### src/rtl/keypad_scanner.sv
// keypad_scanner: 4x4 active-low key matrix scanner with whole-map debounce and valid/ack key reporting.
// Build macro KEYPAD_FIFO_EN adds a 4-entry report FIFO and the KeyOverflow_o output.
module keypad_scanner #(
  parameter int CLOCK_HZ     = 10_000_000,
  parameter int SCAN_US      = 1000,
  parameter int STABLE_SCANS = 4
) (
  input  logic       Clock,
  input  logic       Reset,
  input  logic [3:0] Rows_i,
  output logic [3:0] Columns_o,
  output logic [3:0] KeyCode_o,
  output logic       KeyValid_o,
  input  logic       KeyAck_i,
`ifdef KEYPAD_FIFO_EN
  output logic       KeyOverflow_o,
`endif
  output logic       KeyPressed_o
);

  localparam int DELAY = (CLOCK_HZ / 1_000_000) * SCAN_US - 1;
  localparam int CNT_W = (DELAY > 0) ? $clog2(DELAY + 1) : 1;
  localparam int STB_W = $clog2(STABLE_SCANS);
  localparam logic [CNT_W-1:0] DELAY_C    = CNT_W'(DELAY);
  localparam logic [STB_W-1:0] STABLE_MAX = STB_W'(STABLE_SCANS - 1);

  typedef enum logic {
    SETTLE = 1'b0,
    EVAL   = 1'b1
  } state_t;

  // Lowest set index of a key map; bit 4 flags that any bit was set.
  function automatic logic [4:0] lowestSet(input logic [15:0] keyMap);
    logic [4:0] result;
    result = 5'd0;
    for (int i = 15; i >= 0; i--) begin
      result = keyMap[i] ? {1'b1, 4'(i)} : result;
    end
    return result;
  endfunction

  logic [3:0]       rowsMeta_r;
  logic [3:0]       rowsSync_r;
  state_t           state_r;
  logic [CNT_W-1:0] counter_r;
  logic [1:0]       column_r;
  logic [15:0]      snapshot_r;
  logic [15:0]      previous_r;
  logic [15:0]      debounced_r;
  logic [15:0]      reported_r;
  logic [STB_W-1:0] stable_r;

  logic [STB_W-1:0] stableNext_s;
  logic [15:0]      mapNext_s;
  logic [15:0]      armed_s;
  logic [15:0]      grantBit_s;
  logic [4:0]       candidate_s;
  logic             candValid_s;
  logic [3:0]       candIdx_s;
  logic             grant_s;

  // Two-flop synchronizer on the externally pulled-up rows
  always_ff @(posedge Clock or negedge Reset) begin
    if (!Reset) begin
      rowsMeta_r <= 4'hF;
      rowsSync_r <= 4'hF;
    end else begin
      rowsMeta_r <= Rows_i;
      rowsSync_r <= rowsMeta_r;
    end
  end

  // End-of-scan evaluation: stability count, accepted map and next key to report
  always_comb begin
    stableNext_s = {STB_W{1'b0}};
    mapNext_s    = debounced_r;
    if (snapshot_r == previous_r) begin
      if (stable_r == STABLE_MAX) begin
        stableNext_s = STABLE_MAX;
      end else begin
        stableNext_s = stable_r + STB_W'(1);
      end
    end else begin
      stableNext_s = {STB_W{1'b0}};
    end
    if (stableNext_s == STABLE_MAX) begin
      mapNext_s = snapshot_r;
    end else begin
      mapNext_s = debounced_r;
    end
    // A released key drops its reported bit, which re-arms it for the next press
    armed_s     = reported_r & mapNext_s;
    candidate_s = lowestSet(mapNext_s & ~armed_s);
    candValid_s = candidate_s[4];
    candIdx_s   = candidate_s[3:0];
    grantBit_s  = 16'h0001 << candIdx_s;
  end

  // Scan FSM: column dwell, row sampling, debounce and reported-map bookkeeping
  always_ff @(posedge Clock or negedge Reset) begin
    if (!Reset) begin
      state_r      <= SETTLE;
      counter_r    <= {CNT_W{1'b0}};
      column_r     <= 2'd0;
      Columns_o    <= 4'b1110;
      snapshot_r   <= 16'h0000;
      previous_r   <= 16'h0000;
      debounced_r  <= 16'h0000;
      reported_r   <= 16'h0000;
      stable_r     <= {STB_W{1'b0}};
      KeyPressed_o <= 1'b0;
    end else begin
      case (state_r)
        SETTLE: begin
          if (counter_r == DELAY_C) begin
            counter_r <= {CNT_W{1'b0}};
            snapshot_r[{column_r, 2'b00} +: 4] <= ~rowsSync_r;
            if (column_r != 2'd3) begin
              column_r  <= column_r + 2'd1;
              Columns_o <= ~(4'b0001 << (column_r + 2'd1));
            end else begin
              state_r <= EVAL;
            end
          end else begin
            counter_r <= counter_r + CNT_W'(1);
          end
        end
        EVAL: begin
          stable_r     <= stableNext_s;
          previous_r   <= snapshot_r;
          debounced_r  <= mapNext_s;
          reported_r   <= grant_s ? (armed_s | grantBit_s) : armed_s;
          KeyPressed_o <= |mapNext_s;
          column_r     <= 2'd0;
          Columns_o    <= 4'b1110;
          state_r      <= SETTLE;
        end
        default: begin
          state_r   <= SETTLE;
          counter_r <= {CNT_W{1'b0}};
          column_r  <= 2'd0;
          Columns_o <= 4'b1110;
        end
      endcase
    end
  end

`ifdef KEYPAD_FIFO_EN
  logic [3:0] fifoMem_r [4];
  logic [1:0] fifoHead_r;
  logic [1:0] fifoTail_r;
  logic [2:0] fifoCount_r;
  logic       overflow_r;
  logic       fifoFull_s;
  logic       popReq_s;

  assign fifoFull_s = (fifoCount_r == 3'd4);
  assign grant_s    = (state_r == EVAL) && candValid_s && !fifoFull_s;
  assign popReq_s   = (fifoCount_r != 3'd0) && KeyAck_i;

  // Report FIFO: pushed from the scan evaluation, popped by the consumer ack
  always_ff @(posedge Clock or negedge Reset) begin
    if (!Reset) begin
      for (int i = 0; i < 4; i++) begin
        fifoMem_r[i] <= 4'd0;
      end
      fifoHead_r  <= 2'd0;
      fifoTail_r  <= 2'd0;
      fifoCount_r <= 3'd0;
      overflow_r  <= 1'b0;
    end else begin
      if (grant_s) begin
        fifoMem_r[fifoTail_r] <= candIdx_s;
        fifoTail_r            <= fifoTail_r + 2'd1;
      end
      if (popReq_s) begin
        fifoHead_r <= fifoHead_r + 2'd1;
      end
      fifoCount_r <= fifoCount_r + {2'b00, grant_s} - {2'b00, popReq_s};
      overflow_r  <= (state_r == EVAL) && candValid_s && fifoFull_s;
    end
  end

  assign KeyCode_o     = fifoMem_r[fifoHead_r];
  assign KeyValid_o    = (fifoCount_r != 3'd0);
  assign KeyOverflow_o = overflow_r;
`else
  logic       keyValid_r;
  logic [3:0] keyCode_r;

  // An ack arriving in the evaluation cycle frees the slot for the new code
  assign grant_s = (state_r == EVAL) && candValid_s && (!keyValid_r || KeyAck_i);

  // Single output slot holding one unacknowledged key code
  always_ff @(posedge Clock or negedge Reset) begin
    if (!Reset) begin
      keyValid_r <= 1'b0;
      keyCode_r  <= 4'd0;
    end else begin
      if (grant_s) begin
        keyCode_r  <= candIdx_s;
        keyValid_r <= 1'b1;
      end else if (KeyAck_i) begin
        keyValid_r <= 1'b0;
      end
    end
  end

  assign KeyCode_o  = keyCode_r;
  assign KeyValid_o = keyValid_r;
`endif

endmodule

### config.mk
export PLATFORM = sky130hd
export DESIGN_NAME = keypad_scanner
export DESIGN_NICKNAME = d
export VERILOG_FILES = /design/src/rtl/keypad_scanner.sv
export SDC_FILE = /design/constraint.sdc
export NUM_CORES = 1
export LEC_CHECK = 0
export CAP_MARGIN = 20
export CORE_AREA = 2 2 98 119
export CTS_CLUSTER_DIAMETER = 50
export DETAILED_ROUTE_END_ITERATION = 6
export DIE_AREA = 0 0 100 121
export PLACE_DENSITY = 0.7
export SLEW_MARGIN = 30
export SYNTH_ARGS = -nofsm -noshare
export SYNTH_HDL_FRONTEND = slang
export SYNTH_SLANG_ARGS = --single-unit
export TNS_END_PERCENT = 5
### constraint.sdc
create_clock -name Clock -period 2.9 [get_ports Clock]
set_input_delay 0.725 -clock Clock [delete_from_list [all_inputs] [get_ports Clock]]
set_output_delay 0.725 -clock Clock [all_outputs]
set_load 0.03 [all_outputs]
==> flow_metrics.tcl, run 1 <==
set metrics [dict create \
    required_ps 3140 \
    p_switching_mw 0.572 \
    cts_root_buffer "clkbuf_16" \
    period_share 1.04 \
    hpwl_um 8160 \
    cts_made_buffers 9 \
    finalPower_mw 2.61 \
    nets 516 \
    powerDensity_mw_per_mm2 427 \
    stdcell_count 639 \
    viasPerCell 5.62 \
    diodes 0 \
    ios 17 \
    hold_path_class "in2async" \
    area_delta_synth_final_pct 25.6 \
    setup_viol 13 \
    leakagePower_nw 2.68 \
    synthTopCellsByArea "dfrtp_1 (46%), dfstp_2 (5.9%), mux2_2 (5.3%)" \
    cts-hold-fix-buffers 0 \
    cts_tree "built" \
    cp_slowest_cell "dfrtp_1" \
    wire_per_inst_um 17.9 \
    ant_nets 0 \
    synth_area_mm2 0.00487 \
    die_area_mm2 0.0121 \
    avgSynthCellArea_um2 11.2 \
    cp.buffers_inverters 2 \
    syn_nets 448 \
    port_buffers 16 \
    end_kind "flop" \
    drt_iter0_drc 196 \
    multi_input_area_mm2 0.00244 \
    clk_pin_slew_ps 70 \
    ir_drop_uv 293 \
    grt_start_max_net_pins 44 \
    ys_seq_area_frac 0.522 \
    path_delay_family "simple AND/OR/NAND/NOR gates" \
    fp-row-count 42 \
    rsz0062_at_grt "true" \
    synth_cell_types 66 \
    synth_seq_cells 101 \
    start_util 0.446 \
    drt-total-wl_um 11400 \
    worst_pin_slew_ps 576 \
    place_congestion 0.873 \
    setup_slack_ps -106 \
    fin_skew_ps 7.01 \
    maxSlewViolCount 0 \
    synth_warnings 0 \
    final_common_cell "dfrtp_1" \
    antenna_found_initial 0 \
    synthCells 434 \
    utilization 0.560 \
    die_y_um 121 \
    pwr-share-comb 0.015 \
    synth_top_area_cell "dfrtp_1" \
    critPathKind "reg2reg" \
    worstPathCellList "xnor2_1, nand4_1, nor4_4, and2_4, buf_12, mux2_4, a2111oi_4, buf_4, nor3_1, and3_1, a32o_1" \
    async_flop_share 1.00 \
    clock_latency_ps 350 \
    clock_sinks 101 \
    drive_above_1_share 0.298 \
    hold_viol 0 \
    place_ws_ps -166 \
    drc_errors 0 \
    internal_power_mw 2.04 \
    grt_pass1_wl_um 18900 \
    chipWidth_um 100 \
    hold_slack_ps 357 \
    critPathMaxStageDelay_ps 390 \
    start_kind "flop" \
    switching_share 0.219 \
    clockBufferDepth 2 \
    status "finished with violations" \
    regArea_mm2 0.00254 \
    netlist.area_leader.share 0.462 \
    grt_use_total 0.203 \
    period_minus_slack_ps 3010 \
    grt_overflow 0 \
    dr.pass1.iters 4 \
    dp_cells 619 \
    crit_arrival_ps 3250 \
    cap_violations 0 \
    core_mm2 0.0109 \
    fmax_mhz 333 \
    max_slew_margin 0.616 \
    first_global_vias 3766 \
    fillers 925 \
    clock_power_share 0.440 \
    num_vias 3589 \
    seq_power_share 0.546 \
    h-tree-depth 3 \
    final_cell_mix "dfrtp_1 (89), nand2_1 (58), buf_4 (49)" \
    synth_edf_count 0 \
    cp_max_fo 5 \
    violations "setup timing" \
    ys.flop_type "dfrtp_1" \
]
[state kept, by name, indices dropped and copies added, names as in the netlist]
name / count
KeyCode_o: 4
column_r: 2
debounced_r: 16
rowsSync_r: 4
counter_r: 14
KeyPressed_o: 1
reported_r: 16
stable_r: 2
snapshot_r: 16
rowsMeta_r: 4
state_r: 1
previous_r: 16
KeyValid_o: 1
Columns_o: 4
[cell type report]
type | instances | share of cell area
Tap cell | 132 | 0.0270
Clock inverter | 6 | 0.00736
Inverter | 8 | 0.00491
Sequential cell | 101 | 0.416
Clock buffer | 10 | 0.0391
Timing Repair Buffer | 71 | 0.107
Multi-Input combinational cell | 311 | 0.399
[cell usage after synthesis (all sizes together), types with 2 or more instances]
cell type	number
a2111oi	2
a211o	4
a211oi	2
a21o	2
a21oi	9
a31oi	2
a32o	6
and2	3
and3	4
buf	6
clkbuf	8
dfrtp	90
dfstp	11
ha	7
inv	8
mux2	23
mux2i	18
nand2	58
nand2b	4
nand3	9
nand4	10
nand4b	2
nor2	29
nor2b	2
nor3	6
nor3b	2
nor4	5
o211ai	3
o21a	14
o21ai	9
o22a	2
o22ai	6
o31ai	23
xnor2	23
xor2	4
[power by group through the flow]
stage | clock (mW) | combinational (mW) | sequential [mW]
2_1_floorplan | 0 | 0.000204 | 1.45
3_3_place_gp | 0 | 0.0396 | 1.45
3_5_place_dp | 0 | 0.0406 | 1.45
4_1_cts | 1.18 | 0.0407 | 1.42
5_1_grt | 1.24 | 0.0451 | 1.42
6_report | 1.15 | 0.0386 | 1.42
[cells by family after synthesis]
kind of cell	Yosys count	share of synthesized area
flip-flops	101	0.522
XOR/XNOR	27	0.0486
AND/OR/NAND/NOR	141	0.142
adder cells (fa/ha/maj)	7	0.0180
buffers and inverters	22	0.0267
AO/OA/AOI/OAI	95	0.152
multiplexers	41	0.0910
[layer usage]
| metal | GRT usage | part of all wire | vias to the layer above |
|---|---|---|---|
| met5 | 0 | 0 | - |
| met4 | 0.100 | 0.029 | 0 |
| met3 | 0.0386 | 0.027 | 24 |
| met2 | 0.333 | 0.51 | 52 |
| met1 | 0.257 | 0.43 | 1799 |
| li1 | - | - | 1714 |
[timing repair]
item,in CTS,in global routing
setup buffers,0,2
cloned,1,1
pin swaps,5,11
gates resized for setup,12,13
setup endpoints to repair,17,18
[final timing paths]
kind | cells past startpoint | start | to | slack, ps
max | 11 | previous_r[13] | reported_r[12] | -110
min reg2reg | 0 | rowsMeta_r[3] | rowsSync_r[3] | 360
min in group Clock | 0 | rowsMeta_r[3] | rowsSync_r[3] | 360
max reg2reg | 11 | previous_r[13] | reported_r[12] | -110
min | 1 | Reset | reported_r[4] | 360
max in group asynchronous | 2 | Reset | rowsSync_r[0] | 1800
[metrics by stage]
stage          instance area [um^2]  setup TNS, ps
6_report                       6120           -520
3_3_place_gp                   5640           -900
2_1_floorplan                  5000           -627
3_5_place_dp                   5640          -1700
5_1_grt                        6120          -3340
4_1_cts                        6010           -519
Note: power is estimated with default switching activity, not from simulation.
==> inputs of run 2 (changes only) <==
- TNS_END_PERCENT: 5 -> 100
==> flow_metrics.tcl, run 2 (synthesis results as in run 1) <==
set metrics [dict create \
    fp-row-count 42 \
    cp-startpoint "previous_r[0]" \
    ant_nets 0 \
    max_slew_margin 0.649 \
    drive_above_1_share 0.351 \
    rrSetupSlack_ps -100 \
    diodes 0 \
    clock_sinks 101 \
    worstPathCellList "xnor2_1, nand4_1, nor4_4, and2_4, buf_4, mux2i_1, o221ai_2, a2111oi_4, o21ba_4, o31ai_2" \
    cts-hold-fix-buffers 0 \
    cts_made_buffers 9 \
    pwr-share-comb 0.015 \
    switching_share 0.214 \
    cp_max_fo 6 \
    crit_end "reported_r[7]" \
    num_vias 3776 \
    crit_arrival_ps 3230 \
    hold_slack_ps 343 \
    drt-total-wl_um 12200 \
    utilization 0.594 \
    critPathKind "reg2reg" \
    grt_start_max_net_pins 66 \
    viasPerCell 5.68 \
    drt_iter0_drc 229 \
    clk_pin_slew_ps 70 \
    start_kind "flop" \
    violations "setup timing" \
    cap_violations 0 \
    grt_pass1_wl_um 19500 \
    place_ws_ps -148 \
    hpwl_um 8200 \
    status "finished with violations" \
    start_util 0.446 \
    cts_root_buffer "clkbuf_16" \
    period_minus_slack_ps 3000 \
    final_cell_mix "dfrtp_1 (89), buf_4 (67), nand2_1 (57)" \
    ir_drop_uv 308 \
    cp_slowest_cell "dfrtp_1" \
    clock_power_share 0.435 \
    ios 17 \
    antenna_found_initial 0 \
    first_global_vias 3872 \
    clock_latency_ps 340 \
    r2r_end "reported_r[7]" \
    leakagePower_nw 2.84 \
    worst_pin_slew_ps 521 \
    seq_power_share 0.550 \
    die_y_um 121 \
    nets 542 \
    setup_viol 14 \
    setup_slack_ps -95.9 \
    port_buffers 16 \
    p_switching_mw 0.553 \
    dpl_cell_area_mm2 0.00568 \
    internal_power_mw 2.04 \
    grt_use_total 0.206 \
    die_area_mm2 0.0121 \
    period_share 1.03 \
    rsz0062_at_grt "true" \
    cts_tree "built" \
    critPathMaxStageDelay_ps 400 \
    chipWidth_um 100 \
    place_congestion 0.875 \
    core_mm2 0.0109 \
    hold_viol 0 \
    fmax_mhz 334 \
    wire_per_inst_um 18.4 \
    dr.pass1.iters 4 \
    hold_path_class "in2async" \
    grt_overflow 0 \
    design_area_mm2 0.00649 \
    end_kind "flop" \
    fin_skew_ps 8.78 \
    reg2reg_depth 10 \
    h-tree-depth 3 \
    r2r_start "previous_r[0]" \
    powerDensity_mw_per_mm2 399 \
    area_delta_synth_final_pct 33.3 \
    maxSlewViolCount 0 \
    final_common_cell "dfrtp_1" \
    clockBufferDepth 2 \
    required_ps 3140 \
    fillers 849 \
    drc_errors 0 \
    setup_tns_ps -742 \
]
## run 2: cell types whose count changed in the layout (fill, tap and decap cells not counted), moves of 3 or more
| cell | change |
|---|---|
| buf_4 | +18 |
| buf_6 | +8 |
| mux2i_2 | -5 |
| mux2i_4 | +3 |
| o21ai_2 | -3 |
| o21ai_4 | +3 |
| o31ai_1 | -3 |
## run 2: how the worst min path moves through the flow
| stage | depth (start not counted) | slack, ps | endpoint |
|---|---|---|---|
| finish | 1 | 340 | KeyCode_o[2] |
| global route | 0 | 360 | rowsSync_r[2] |
| CTS | 1 | 360 | KeyCode_o[2] |
| detailed placement | 0 | 350 | rowsSync_r[2] |
| global placement | 0 | 350 | rowsSync_r[0] |
| floorplan | 0 | 350 | rowsSync_r[0] |
## run 2: per-layer routing
metal / routed length (um) / up-vias / track usage
li1: - / 1771 / -
met5: 0 / - / 0
met4: 425 / 0 / 0.0753
met1: 5040 / 1893 / 0.261
met3: 310 / 30 / 0.0311
met2: 6430 / 82 / 0.358
## run 2: power by group through the flow
stage / clock network [mW] / logic (mW) / registers, mW
3_3_place_gp: 0 / 0.0389 / 1.45
6_report: 1.13 / 0.0379 / 1.42
2_1_floorplan: 0 / 0.000204 / 1.45
5_1_grt: 1.20 / 0.0446 / 1.42
4_1_cts: 1.14 / 0.0399 / 1.42
3_5_place_dp: 0 / 0.0400 / 1.45
## run 2: layout make-up
| type | count | area [um^2] | area share |
|---|---|---|---|
| multi-input cells | 311 | 2610 | 0.402 |
| flip-flops and latches | 101 | 2540 | 0.392 |
| repair buffers | 97 | 866 | 0.133 |
| clock buffers | 11 | 243 | 0.0374 |
| well taps | 132 | 165 | 0.0254 |
| clock inverters | 5 | 35.0 | 0.00540 |
| inverters | 8 | 30.0 | 0.00463 |
## run 2: timing repair
action / CTS / global route
setup endpoints to repair: 16 / 18
cloned: 2 / 0
resized for setup: 37 / 22
pin swaps: 13 / 17
buffers inserted: 13 / 10
## run 2: critical path, delay by kind of cell (launching register included)
| family | cells | cell delay [ps] |
|---|---|---|
| AOI/OAI and AO/OA | 4 | 1070 |
| and+or+nand+nor | 3 | 750 |
| DFF | 1 | 400 |
| muxes | 1 | 340 |
| xor gates and xnor gates | 1 | 180 |
| buffers and inverters | 1 | 150 |
## run 2: stage by stage
| stage | total power, mW | cells |
|---|---|---|
| floorplan | 1.45 | 434 |
| global placement | 1.49 | 626 |
| detailed placement | 1.49 | 626 |
| CTS | 2.61 | 657 |
| global route | 2.67 | 665 |
| finish | 2.59 | 665 |
